[src/rtl/midi_event_sched_pkg.sv]
// Shared types and width defaults for the MIDI event scheduler.
package midi_event_sched_pkg;

    localparam int TIME_W_DEF = 16;
    localparam int MIDI_MSG_W = 24;
    localparam int DATA_W_DEF = MIDI_MSG_W;

    typedef enum logic [1:0] {
        IDLE,
        WAIT,
        EMIT
    } sched_state_t;

endpackage

[src/rtl/midi_event_fifo.sv]
// Synchronous event FIFO with registered storage and an occupancy count.
module midi_event_fifo #(
    parameter int W     = 40,
    parameter int DEPTH = 8,
    localparam int AW   = $clog2(DEPTH),
    localparam int LW   = AW + 1
) (
    input  logic          clk,
    input  logic          rst,
    input  logic          clr,
    input  logic          push,
    input  logic          pop,
    input  logic [W-1:0]  din,
    output logic [W-1:0]  dout,
    output logic [LW-1:0] level
);

    logic [W-1:0]  mem [DEPTH];
    logic [AW-1:0] wr_ptr;
    logic [AW-1:0] rd_ptr;

    always_ff @(posedge clk) begin
        if (rst || clr) begin
            wr_ptr <= '0;
            rd_ptr <= '0;
            level  <= '0;
        end else begin
            if (push) wr_ptr <= wr_ptr + 1'b1;
            if (pop)  rd_ptr <= rd_ptr + 1'b1;
            unique case ({push, pop})
                2'b10:   level <= level + 1'b1;
                2'b01:   level <= level - 1'b1;
                default: level <= level;
            endcase
        end
    end

    always_ff @(posedge clk) begin
        if (push) mem[wr_ptr] <= din;
    end

    assign dout = mem[rd_ptr];

endmodule

[src/rtl/midi_event_scheduler.sv]
// Releases queued MIDI events after their delta-ms from the previous release.
// Optional synchronous flush input when MIDI_EVENT_SCHED_FLUSH_EN is defined.
module midi_event_scheduler
    import midi_event_sched_pkg::*;
#(
    parameter int DEPTH  = 8,
    parameter int DATA_W = DATA_W_DEF,
    parameter int TIME_W = TIME_W_DEF,
    localparam int LW    = $clog2(DEPTH) + 1
) (
    input  logic              clk,
    input  logic              rst,
    input  logic [TIME_W-1:0] ms_time,
    input  logic              in_valid,
    output logic              in_ready,
    input  logic [TIME_W-1:0] in_delta,
    input  logic [DATA_W-1:0] in_data,
    output logic              out_valid,
    input  logic              out_ready,
    output logic [DATA_W-1:0] out_data,
    output logic              busy,
    output logic [LW-1:0]     level
`ifdef MIDI_EVENT_SCHED_FLUSH_EN
    ,
    input  logic              flush
`endif
);

    localparam int FW = TIME_W + DATA_W;

    sched_state_t      state;
    sched_state_t      state_n;
    logic [TIME_W-1:0] delta_r;
    logic [TIME_W-1:0] start_r;
    logic [TIME_W-1:0] elapsed;
    logic [DATA_W-1:0] data_r;
    logic [FW-1:0]     head;
    logic              push;
    logic              pop;
    logic              fire;
    logic              clr;
    logic              empty;

`ifdef MIDI_EVENT_SCHED_FLUSH_EN
    assign clr = flush;
`else
    assign clr = 1'b0;
`endif

    assign in_ready = (level != LW'(DEPTH)) && !clr;
    assign push     = in_valid && in_ready;
    assign empty    = (level == '0);
    // Modular difference keeps the compare correct across ms_time rollover
    assign elapsed  = ms_time - start_r;
    assign busy     = (state != IDLE) || !empty;

    midi_event_fifo #(
        .W     (FW),
        .DEPTH (DEPTH)
    ) u_fifo (
        .clk   (clk),
        .rst   (rst),
        .clr   (clr),
        .push  (push),
        .pop   (pop),
        .din   ({in_delta, in_data}),
        .dout  (head),
        .level (level)
    );

    always_comb begin
        state_n = state;
        pop     = 1'b0;
        fire    = 1'b0;
        unique case (state)
            IDLE: begin
                if (!empty) begin
                    pop     = 1'b1;
                    state_n = WAIT;
                end
            end
            WAIT: begin
                if (elapsed >= delta_r) begin
                    fire    = 1'b1;
                    state_n = EMIT;
                end
            end
            EMIT: begin
                if (out_ready) begin
                    pop     = !empty;
                    state_n = empty ? IDLE : WAIT;
                end
            end
            default: state_n = IDLE;
        endcase
        if (clr) begin
            state_n = IDLE;
            pop     = 1'b0;
            fire    = 1'b0;
        end
    end

    always_ff @(posedge clk) begin
        if (rst) begin
            state     <= IDLE;
            out_valid <= 1'b0;
            out_data  <= '0;
            delta_r   <= '0;
            data_r    <= '0;
            start_r   <= '0;
        end else begin
            state <= state_n;
            if (pop) begin
                {delta_r, data_r} <= head;
                start_r           <= ms_time;
            end
            if (fire) begin
                out_valid <= 1'b1;
                out_data  <= data_r;
            end else if (clr || (state == EMIT && out_ready)) begin
                out_valid <= 1'b0;
            end
        end
    end

endmodule

[config.mk]
export PLATFORM = sky130hd
export DESIGN_NAME = midi_event_scheduler
export DESIGN_NICKNAME = d
export VERILOG_FILES = /design/src/rtl/midi_event_sched_pkg.sv /design/src/rtl/midi_event_fifo.sv /design/src/rtl/midi_event_scheduler.sv
export SDC_FILE = /design/constraint.sdc
export NUM_CORES = 1
export LEC_CHECK = 0
export ABC_AREA = 1
export BUFFER_PORTS_ARGS = -buffer_cell sky130_fd_sc_hd__buf_2
export CAP_MARGIN = 20
export CORE_MARGIN = 1.5
export CORE_UTILIZATION = 50
export DETAILED_ROUTE_END_ITERATION = 12
export PLACE_DENSITY = 0.67
export SLEW_MARGIN = 20
export SYNTH_ARGS = -nofsm -noshare
export SYNTH_HDL_FRONTEND = slang
export SYNTH_SLANG_ARGS = --single-unit
[constraint.sdc]
create_clock -name clk -period 6.7 [get_ports clk]
set_input_delay 0 -clock clk [delete_from_list [all_inputs] [get_ports clk]]
set_output_delay 0 -clock clk [all_outputs]
set_load 0.05 [all_outputs]
### Yosys cells after proc, flatten, opt, wreduce, memory -nomap -nowiden

Memories as Yosys holds them, arrays and structs flattened. A register that Yosys moved wholly into a read port is not among the register bits.
Index checks and enable logic that the tools add are counted.

| operators by class | value |
|---|---|
| add/sub/neg operators | 5 |
| multiply operators | 0 |
| div/mod/pow operators | 0 |
| magnitude comparators | 1 |
| eq/ne operators | 8 |
| shift operators | 0 |
| muxes and demuxes | 15 |
| bitwise gates (word level) | 0 |
| reductions and logical operators | 10 |

Operator list:

| operator | count |
|---|---|
| 16-bit greater-or-equal comparator | 1 |
| 16-bit subtractor | 1 |
| 1-bit two-way mux | 9 |
| 4-bit one-hot mux with 2 select lines | 1 |
| 3-bit by 1-bit adder with 3-bit output, second input constant | 2 |
| 2-bit two-way mux | 3 |
| 2-bit != test, second input constant | 3 |
| 2-bit one-hot mux with 3 select lines | 1 |
| 2-bit nonzero test | 3 |
| 4-bit by 1-bit adder with 4-bit output, second input constant | 1 |
| 2-bit by 1-bit == test with 1-bit output, second input constant | 2 |
| 2-bit == test, second input constant | 2 |
| 4-bit zero test | 1 |
| 4-bit != test, second input constant | 1 |
| 4-bit by 1-bit subtractor with 4-bit output, second input constant | 1 |
| 3-bit AND reduction | 1 |
| 1-bit logical AND | 2 |
| 2-bit zero test | 1 |
| 1-bit one-hot mux with 2 select lines | 1 |
| 1-bit zero test | 1 |
| 1-bit logical OR | 1 |

| word-level totals | value |
|---|---|
| flip-flop bits (word level) | 53 |
| bits in latches | 0 |
| bits in writable memories | 320 |
| memory bits (read-only) | 0 |
| output and inout bits | 31 |
| word-level logic and storage cells | 47 |
| memories kept | 1 |

Memory list:

| name | depth | width | rd ports | clocked after memory_dff | wr ports | RTL line | RTL |
|---|---|---|---|---|---|---|---|
| u_fifo.mem | 8 | 40 | 1 | 1 | 1 | midi_event_fifo.sv:18 | `logic [W-1:0] mem [DEPTH];` |

### Depth between registers and ports, before layout

Gate-level depths: netlist of run 1.

| logic depth | value |
|---|---|
| depth after elaboration | 6 |
| gate-level depth with buffers | 20 |

### Cells and area by module

From an unflattened synthesis of run 1, not the netlist that was laid out.

| second synthesis, totals | value |
|---|---|
| cells, all modules | 1548 |
| area, all modules | 17548.1 sq um |

Modules (own cells, without submodules):

| module | instances | cells an instance | area an instance (sq um) | sequential area each (sq um) |
|---|---|---|---|---|
| midi_event_fifo | 1 | 985 | 13354.1 | 9869.5 |
| midi_event_scheduler | 1 | 563 | 4194.0 | 1661.6 |

### Worst setup path after synthesis of run 1

No wires, ideal clock.

| timing path | value |
|---|---|
| path kind | reg-to-reg |
| start point | reg u_fifo.level[0] |
| end point | mem u_fifo.mem[0][0] (enable) |
| setup time | 437 ps |
| arrival | 3334 ps |
| data required time | 6263 ps |
| path slack | 2928 ps |
| cell stages (with the launch flop) | 7 |
| path buffers | 0 |
| cell sequence | dfxtp_1 -> nor2_1 -> nand3_1 -> nand2_1 -> inv_1 -> nand2_1 -> nor2_1 |

| between the ends | value |
|---|---|
| word-level cells in the longest chain between the ends | 4 |

RTL lines:

| item | RTL line | RTL |
|---|---|---|
| from (decl) | midi_event_fifo.sv:15 | `output logic [LW-1:0] level` |
| from (signal assigned) | midi_event_fifo.sv:31 | `2'b10: level <= level + 1'b1;` |
| from (signal assigned) | midi_event_fifo.sv:32 | `2'b01: level <= level - 1'b1;` |
| from (signal assigned) | midi_event_fifo.sv:33 | `default: level <= level;` |
| 4-bit != test | midi_event_scheduler.sv:50 | `assign in_ready = (level != LW'(DEPTH)) && !clr;` |
| net in_ready | midi_event_scheduler.sv:15 | `output logic in_ready,` |
| 1-bit logical AND | midi_event_scheduler.sv:51 | `assign push = in_valid && in_ready;` |
| 1-bit two-way mux | midi_event_fifo.sv:39 | `if (push) mem[wr_ptr] <= din;` |
| 1-bit two-way mux (not written as such) | midi_event_fifo.sv:39 |  |
| to (decl) | midi_event_fifo.sv:18 |  |

The timed path passes the listed nets, and every way through them passes these cells.

### Worst setup path in the final report of run 1

| timing path | value |
|---|---|
| start point | reg start_r[0] |
| end point | reg out_valid |

| between the ends | value |
|---|---|
| word-level cells in the longest chain between the ends | 5 |
| elaborated cells on any way between the ends | 6 |
| those cells by class | 1 x add/sub; 1 x order compare; 3 x mux; 1 x reduce/logical |

RTL lines:

| item | RTL line | RTL |
|---|---|---|
| from (decl) | midi_event_scheduler.sv:34 | `logic [TIME_W-1:0] start_r;` |
| from (signal assigned) | midi_event_scheduler.sv:115 | `start_r <= ms_time;` |
| 16-bit subtractor (*) | midi_event_scheduler.sv:54 | `assign elapsed = ms_time - start_r;` |
| 16-bit greater-or-equal comparator (*) | midi_event_scheduler.sv:83 | `if (elapsed >= delta_r) begin` |
| 1-bit two-way mux (*) | midi_event_scheduler.sv:83 |  |
| 1-bit two-way mux (*) | midi_event_scheduler.sv:75 | `unique case (state)` |
| 1-bit two-way mux or 2-bit nonzero test (tied branches) | - |  |
| to (signal assigned) | midi_event_scheduler.sv:106 | `out_valid <= 1'b0;` |
| to (signal assigned) | midi_event_scheduler.sv:118 | `out_valid <= 1'b1;` |
| to (signal assigned) | midi_event_scheduler.sv:121 | `out_valid <= 1'b0;` |
| to (decl) | midi_event_scheduler.sv:18 | `output logic out_valid,` |

Every way passes the cells marked *; elsewhere a longest branch is shown, timed or not.
A chain may end at the register's enable or synchronous reset.

==> results.ini, run 1 <==
[setup_path]
worstReg2RegStart=start_r[0]$_SDFFE_PP0P_
path_delay_family=simple AND/OR/NAND/NOR gates
slowest_delay_ns=0.70
cp_num_buf_inv=1
critPathKind=reg2reg
cp_cell_sequence=ha_1, fa_1, o21ai_1, nand2_1, nand2_1, nand4_1, nand3_1, nand2_1, ha_1, nand2_1, nor4b_2, nand2_1, nand2_2, nand2_1, a21oi_1, dlygate4sd3_1
slowest_stage=nand2_2
worstSetupStartpoint=start_r[0]$_SDFFE_PP0P_
rr_endpoint=out_valid$_SDFFE_PP0P_
critical_path.endpoint=out_valid$_SDFFE_PP0P_
crit_path_max_fanout=49
critPathCaptureType=register
cp_data_required_time_ns=7.18
critPathLaunchType=register
critPathMostFrequentCell=nand2_1
r2r_setup_slack_ns=2.64
cp.arrival_ns=4.54
critical_path_depth=16
reg2reg_depth=16

[drt]
drt_iter0_markers=705
ant_nets=0
routedWlPerCell_um=18.0
drt-total-wl_um=36900
viasPerCell=5.48
first_pass_iters=5
vias=11300
drcViolationCount=0

[clock_tree]
clk_pin_slew_ns=0.06
ctsRootBufferMaster=clkbuf_16
clock_latency_ns=0.53
post-cts-setup-buffers=0
clock-sinks=413
cts_tree=yes
cts-htree-levels=2
cts_max_path_buffers=3
cts-buffers-inserted=42

[grt]
grt_usage_pct=21.0
grt_first_pass_wirelength_um=58100
grt_start_max_net_pins=88
antenna_found_initial=3
gr-total-overflow=0
first_global_vias=10800

[power]
p_total_mw=8.61
p_per_area_mw_per_mm2=441
p_leak_nw=6.92
vdd_drop_max_v=0.000297

[floorplan]
io_pins=91
die_area_mm2=0.0350
die_h_um=187
core_mm2=0.0334
die_w_um=187
rows=67
start_util_pct=50.7

[yosys]
yosys-top-cells-count=edfxtp_1 (320), o21ai_0 (223), nor2_1 (178), a21oi_1 (102), dfxtp_1 (93)
ys_ff_latch=413
synth_edf_count=320
synth.cell_area_mm2=0.0170
synth_nets=1550
synth_top_area_share_pct=56.7
synth_ff_type=edfxtp_1
ys_types=39
synth_most_common_cell=edfxtp_1
netlist_instances=1452
async_reset_ff_share_pct=0
synth-seq-area-share_pct=67.7
yosys.area.top_type=edfxtp_1
syn-mean-instance-area_um2=11.7
ys_top_cells_by_area=edfxtp_1 (57%), dfxtp_1 (11%), o21ai_0 (6.6%)
yosys_warnings=0

[sta]
relSlewSlack_pct=34.6
holdWs_ns=0.263
clock_skew_ns=0.0171
worstMarginPinSlew_ns=0.982
period_minus_slack_ns=4.06
setup_violations=0
rsz0062_at_grt=false
drv_slew=0
fmax_mhz=246
hold_viol=0
fin_crit_sh_pct=60.7
setup-tns-final_ns=0

[job]
max-cap-violations=0

[finish]
fin_util_pct=58.3
finish.net_count=1669
drive_gt1_share_pct=13.5
area_delta_synth_final_pct=15.0

[run_status]
status=complete, no violations

[worst_hold_path]
hp-class=in2reg

[placement]
place_congestion=0.798
port_buffers=90
dp_hpwl_um=19600

-- through the flow --
| step | setup slack, ns | instances | cell area (um^2) |
|---|---|---|---|
| 6_report | 2.64 | 2052 | 19500 |
| 2_1_floorplan | 2.93 | 1452 | 17000 |
| 3_5_place_dp | 3.11 | 1913 | 17600 |
| 3_3_place_gp | 3.29 | 1913 | 17600 |
| 5_1_grt | 2.27 | 2051 | 19500 |
| 4_1_cts | 2.63 | 2049 | 19500 |
-- cell type report --
| cell class | count | area (um^2) |
|---|---|---|
| multi-input combinational | 857 | 4700 |
| clock buffer | 60 | 1120 |
| clock inverter | 16 | 108 |
| tap | 448 | 561 |
| timing repair buffer | 166 | 1190 |
| fill | 2693 | 13900 |
| inverter | 91 | 348 |
| antenna | 1 | 2.50 |
| sequential | 413 | 11500 |
-- power breakdown --
group	leakage [nW]	total [mW]	internal, mW	switching [mW]
Clock	0.592	2.12	1.20	0.922
Sequential	3.68	3.36	3.09	0.266
Combinational	2.65	3.13	0.994	2.14
Total	6.92	8.61	5.28	3.33
-- kinds of logic after synthesis --
group,share of synthesized area [%]
flip-flops,67.7
AND/OR/NAND/NOR,8.25
AO/OA/AOI/OAI,15.5
buffers and inverters,5.01
adder cells (fa/ha/maj),2.89
XOR/XNOR,0.723
-- how the worst min path moves through the flow --
stage	from	endpoint	cells past startpoint
floorplan	rst	out_valid$_SDFFE_PP0P_	1
global placement	in_delta[6]	u_fifo.mem[7][30]$_DFFE_PP_	1
detailed placement	in_data[13]	u_fifo.mem[7][13]$_DFFE_PP_	1
CTS	in_data[13]	u_fifo.mem[7][13]$_DFFE_PP_	2
global route	in_data[15]	u_fifo.mem[6][15]$_DFFE_PP_	2
finish	in_delta[6]	u_fifo.mem[7][30]$_DFFE_PP_	2
-- layout by cell type, fill, tap and decap left out, drive strengths merged, types with 2 or more instances in the layout --
cell and n:
o22ai 40, nor2 208, fa 2, o21ai 270, xnor2 5, clkinv 17
nand3 37, a21oi 112, ha 36, inv 89, dfxtp 93, a211oi 2
xor2 9, buf 106, edfxtp 320, a21o 2, o221ai 40, o21a 2
dlygate4sd3 60, nand4 4, clkbuf 60, nand2 81
-- timing repair --
item | CTS | global route
hold endpoints to repair | 342 | 0
gates resized for setup | 0 | 0
hold buffers | 60 | 0
-- layer usage --
layer | GRT usage [%] | vias up | routed length [um]
li1 | - | 5491 | -
met5 | 0 | - | 26
met2 | 33.9 | 334 | 17200
met3 | 3.66 | 47 | 2490
met4 | 4.81 | 4 | 492
met1 | 29.9 | 5375 | 16700
-- registers in the layout (all words and copies together) (netlist names) --
signal and flops:
u_fifo.rd_ptr 3, u_fifo.wr_ptr 3, u_fifo.mem 320, out_data 24, start_r 16, u_fifo.level 4, delta_r 16, data_r 24
out_valid 1, state 2
Power figures use the tool's default switching activity.
==> inputs of run 2 (changes only) <==
==> constraint.sdc (replaced) <==
create_clock -name clk -period 4.01 [get_ports clk]
set_input_delay 0 -clock clk [delete_from_list [all_inputs] [get_ports clk]]
set_output_delay 0 -clock clk [all_outputs]
set_load 0.05 [all_outputs]
==> results.ini, run 2 (synthesized netlist as in run 1, its figures left out) <==
[finish]
final_cell_mix=edfxtp_1 (320), o21ai_0 (223), nor2_1 (169)  ; unchanged
regMostFlops=u_fifo.mem  ; unchanged
largest_reg_flops=320  ; unchanged
multi_input_area_mm2=0.00470  ; unchanged
fillCellCount=2673  ; was 2693
finish.net_count=1679  ; was 1669
regArea_mm2=0.0115  ; about the same
final_common_cell=edfxtp_1  ; unchanged
reg.largest.list=u_fifo.mem: 320 flops, data_r: 24 flops, out_data: 24 flops  ; unchanged
drive_gt1_share_pct=14.6  ; was 13.5%
fin_cells=2068  ; was 2052
area_delta_synth_final_pct=16.7  ; was 15.0%

[floorplan]
rows=67  ; unchanged
die_h_um=187  ; unchanged
die_area_mm2=0.0350  ; unchanged
die_w_um=187  ; unchanged
core_mm2=0.0334  ; unchanged
start_util_pct=50.7  ; unchanged
io_pins=91  ; unchanged

[power]
p_leak_nw=7.07  ; was 6.92 nW
p_per_area_mw_per_mm2=756  ; was 441 mW/mm^2
vdd_drop_max_v=0.000601  ; was 0.000297 V

[sta]
period_minus_slack_ns=3.61  ; was 4.06 ns
rsz0062_at_grt=false  ; unchanged
hold_viol=0  ; unchanged
fmax_mhz=277  ; was 246 MHz
setup_violations=0  ; unchanged
setup-tns-final_ns=0  ; unchanged
drv_slew=0  ; unchanged
clock_skew_ns=0.0208  ; was 0.0171 ns
relSlewSlack_pct=27.6  ; was 34.6%
holdWs_ns=0.254  ; was 0.263 ns
fin_crit_sh_pct=89.9  ; was 60.7%
worstMarginPinSlew_ns=1.09  ; was 0.982 ns

[grt]
antenna_found_initial=4  ; was 3
grt_usage_pct=21.3  ; was 21.0%
grt_first_pass_wirelength_um=58700  ; was 58100 um
first_global_vias=10700  ; was 10800
grt_start_max_net_pins=140  ; was 88
gr-total-overflow=0  ; unchanged

[setup_path]
critPathLaunchType=register  ; unchanged
critPathCaptureType=register  ; unchanged
critPathKind=reg2reg  ; unchanged
cp.arrival_ns=4.04  ; was 4.54 ns
crit_path_max_fanout=43  ; was 49
cp_data_required_time_ns=4.45  ; was 7.18 ns

[drt]
routedWlPerCell_um=18.0  ; about the same
vias=11300  ; about the same
first_pass_iters=5  ; unchanged
drt-total-wl_um=37100  ; was 36900 um
drcViolationCount=0  ; unchanged
viasPerCell=5.46  ; was 5.48
drt_iter0_markers=1038  ; was 705
ant_nets=0  ; unchanged

[placement]
placed_cells=1923  ; was 1913
place_congestion=0.795  ; was 0.798
dp_hpwl_um=20500  ; was 19600 um
port_buffers=90  ; unchanged

[clock_tree]
ctsRootBufferMaster=clkbuf_16  ; unchanged
clock-sinks=413  ; unchanged
clock_latency_ns=0.55  ; was 0.53 ns
cts-htree-levels=2  ; unchanged
cts_tree=yes  ; unchanged
clk_pin_slew_ns=0.06  ; about the same
cts_max_path_buffers=3  ; unchanged
cts-buffers-inserted=43  ; was 42

[worst_hold_path]
hp-class=in2reg  ; unchanged

[job]
max-cap-violations=0  ; unchanged

[run_status]
status=complete, no violations  ; unchanged

run 2: cell count changes in the layout (fill, tap and decap cells not counted), moves of 2 or more:
cell	before	now
buf_4	14	24
bufinv_16	1	6
clkbuf_1	18	9
clkbuf_16	42	44
clkinv_1	12	14
diode_2	1	4
run 2: metal layers:
metal	wire length, um	part of all wire, %	track usage, %
met4	578	1.6	5.55
met3	2480	6.7	3.88
met2	17100	46	33.5
met5	0	0	0
met1	17000	46	30.6
run 2: per-stage QoR:
step | setup WS [ns] | instance area (um^2) | power (mW) | utilization, %
after floorplan | 0.238 | 17000 | 9.82 | -
after CTS | 0.392 | 19800 | 15.0 | 59.1
after detailed placement | 0.413 | 17700 | 10.9 | 53.0
final | 0.404 | 19800 | 15.0 | 59.2
after global routing | 0.115 | 19800 | 15.9 | 59.2
after global placement | 0.491 | 17700 | 10.8 | 53.0
run 2: area by class of cell:
class | count | area share [%]
Timing Repair Buffer | 175 | 6.36
Multi-Input combinational cell | 857 | 23.8
Inverter | 91 | 1.76
Clock inverter | 26 | 1.45
Tap cell | 448 | 2.83
Clock buffer | 54 | 5.80
Sequential cell | 413 | 58.0
Antenna cell | 4 | 0.0506
run 2: final timing paths:
kind | startpoint | endpoint | slack (ns) | depth (start not counted)
setup / recovery | start_r[0]$_SDFFE_PP0P_ | out_data[10]$_SDFFE_PP0P_ | 0.40 | 16
hold / removal | in_data[9] | u_fifo.mem[7][9]$_DFFE_PP_ | 0.25 | 2
setup reg to reg | start_r[0]$_SDFFE_PP0P_ | out_data[10]$_SDFFE_PP0P_ | 0.40 | 16
hold reg to reg | start_r[10]$_SDFFE_PP0P_ | start_r[10]$_SDFFE_PP0P_ | 0.46 | 2
run 2: timing repair:
item | in CTS | in global routing
hold buffers | 60 | 0
hold endpoints to repair | 343 | 0
setup buffers | 0 | 0
gates resized for setup | 0 | 0
run 2: report_power, final:
| group | internal (mW) | switching, mW |
|---|---|---|
| clock network | 2.42 | 1.58 |
| registers | 5.16 | 0.335 |
| logic | 1.73 | 3.73 |
| total | 9.31 | 5.65 |
run 2: critical path, cell delays in order (launching register included):
cell and delay [ns]:
dfxtp_1 0.31, ha_1 0.20, fa_1 0.40, o21ai_1 0.26
nand2_1 0.08, nand2_1 0.14, nand4_1 0.13, a21o_1 0.20
nand2_1 0.05, ha_1 0.21, nand2_1 0.12, o21ai_0 0.11
a21oi_1 0.22, nand2_2 0.50, buf_4 0.37, a21oi_1 0.12
nor2_1 0.05
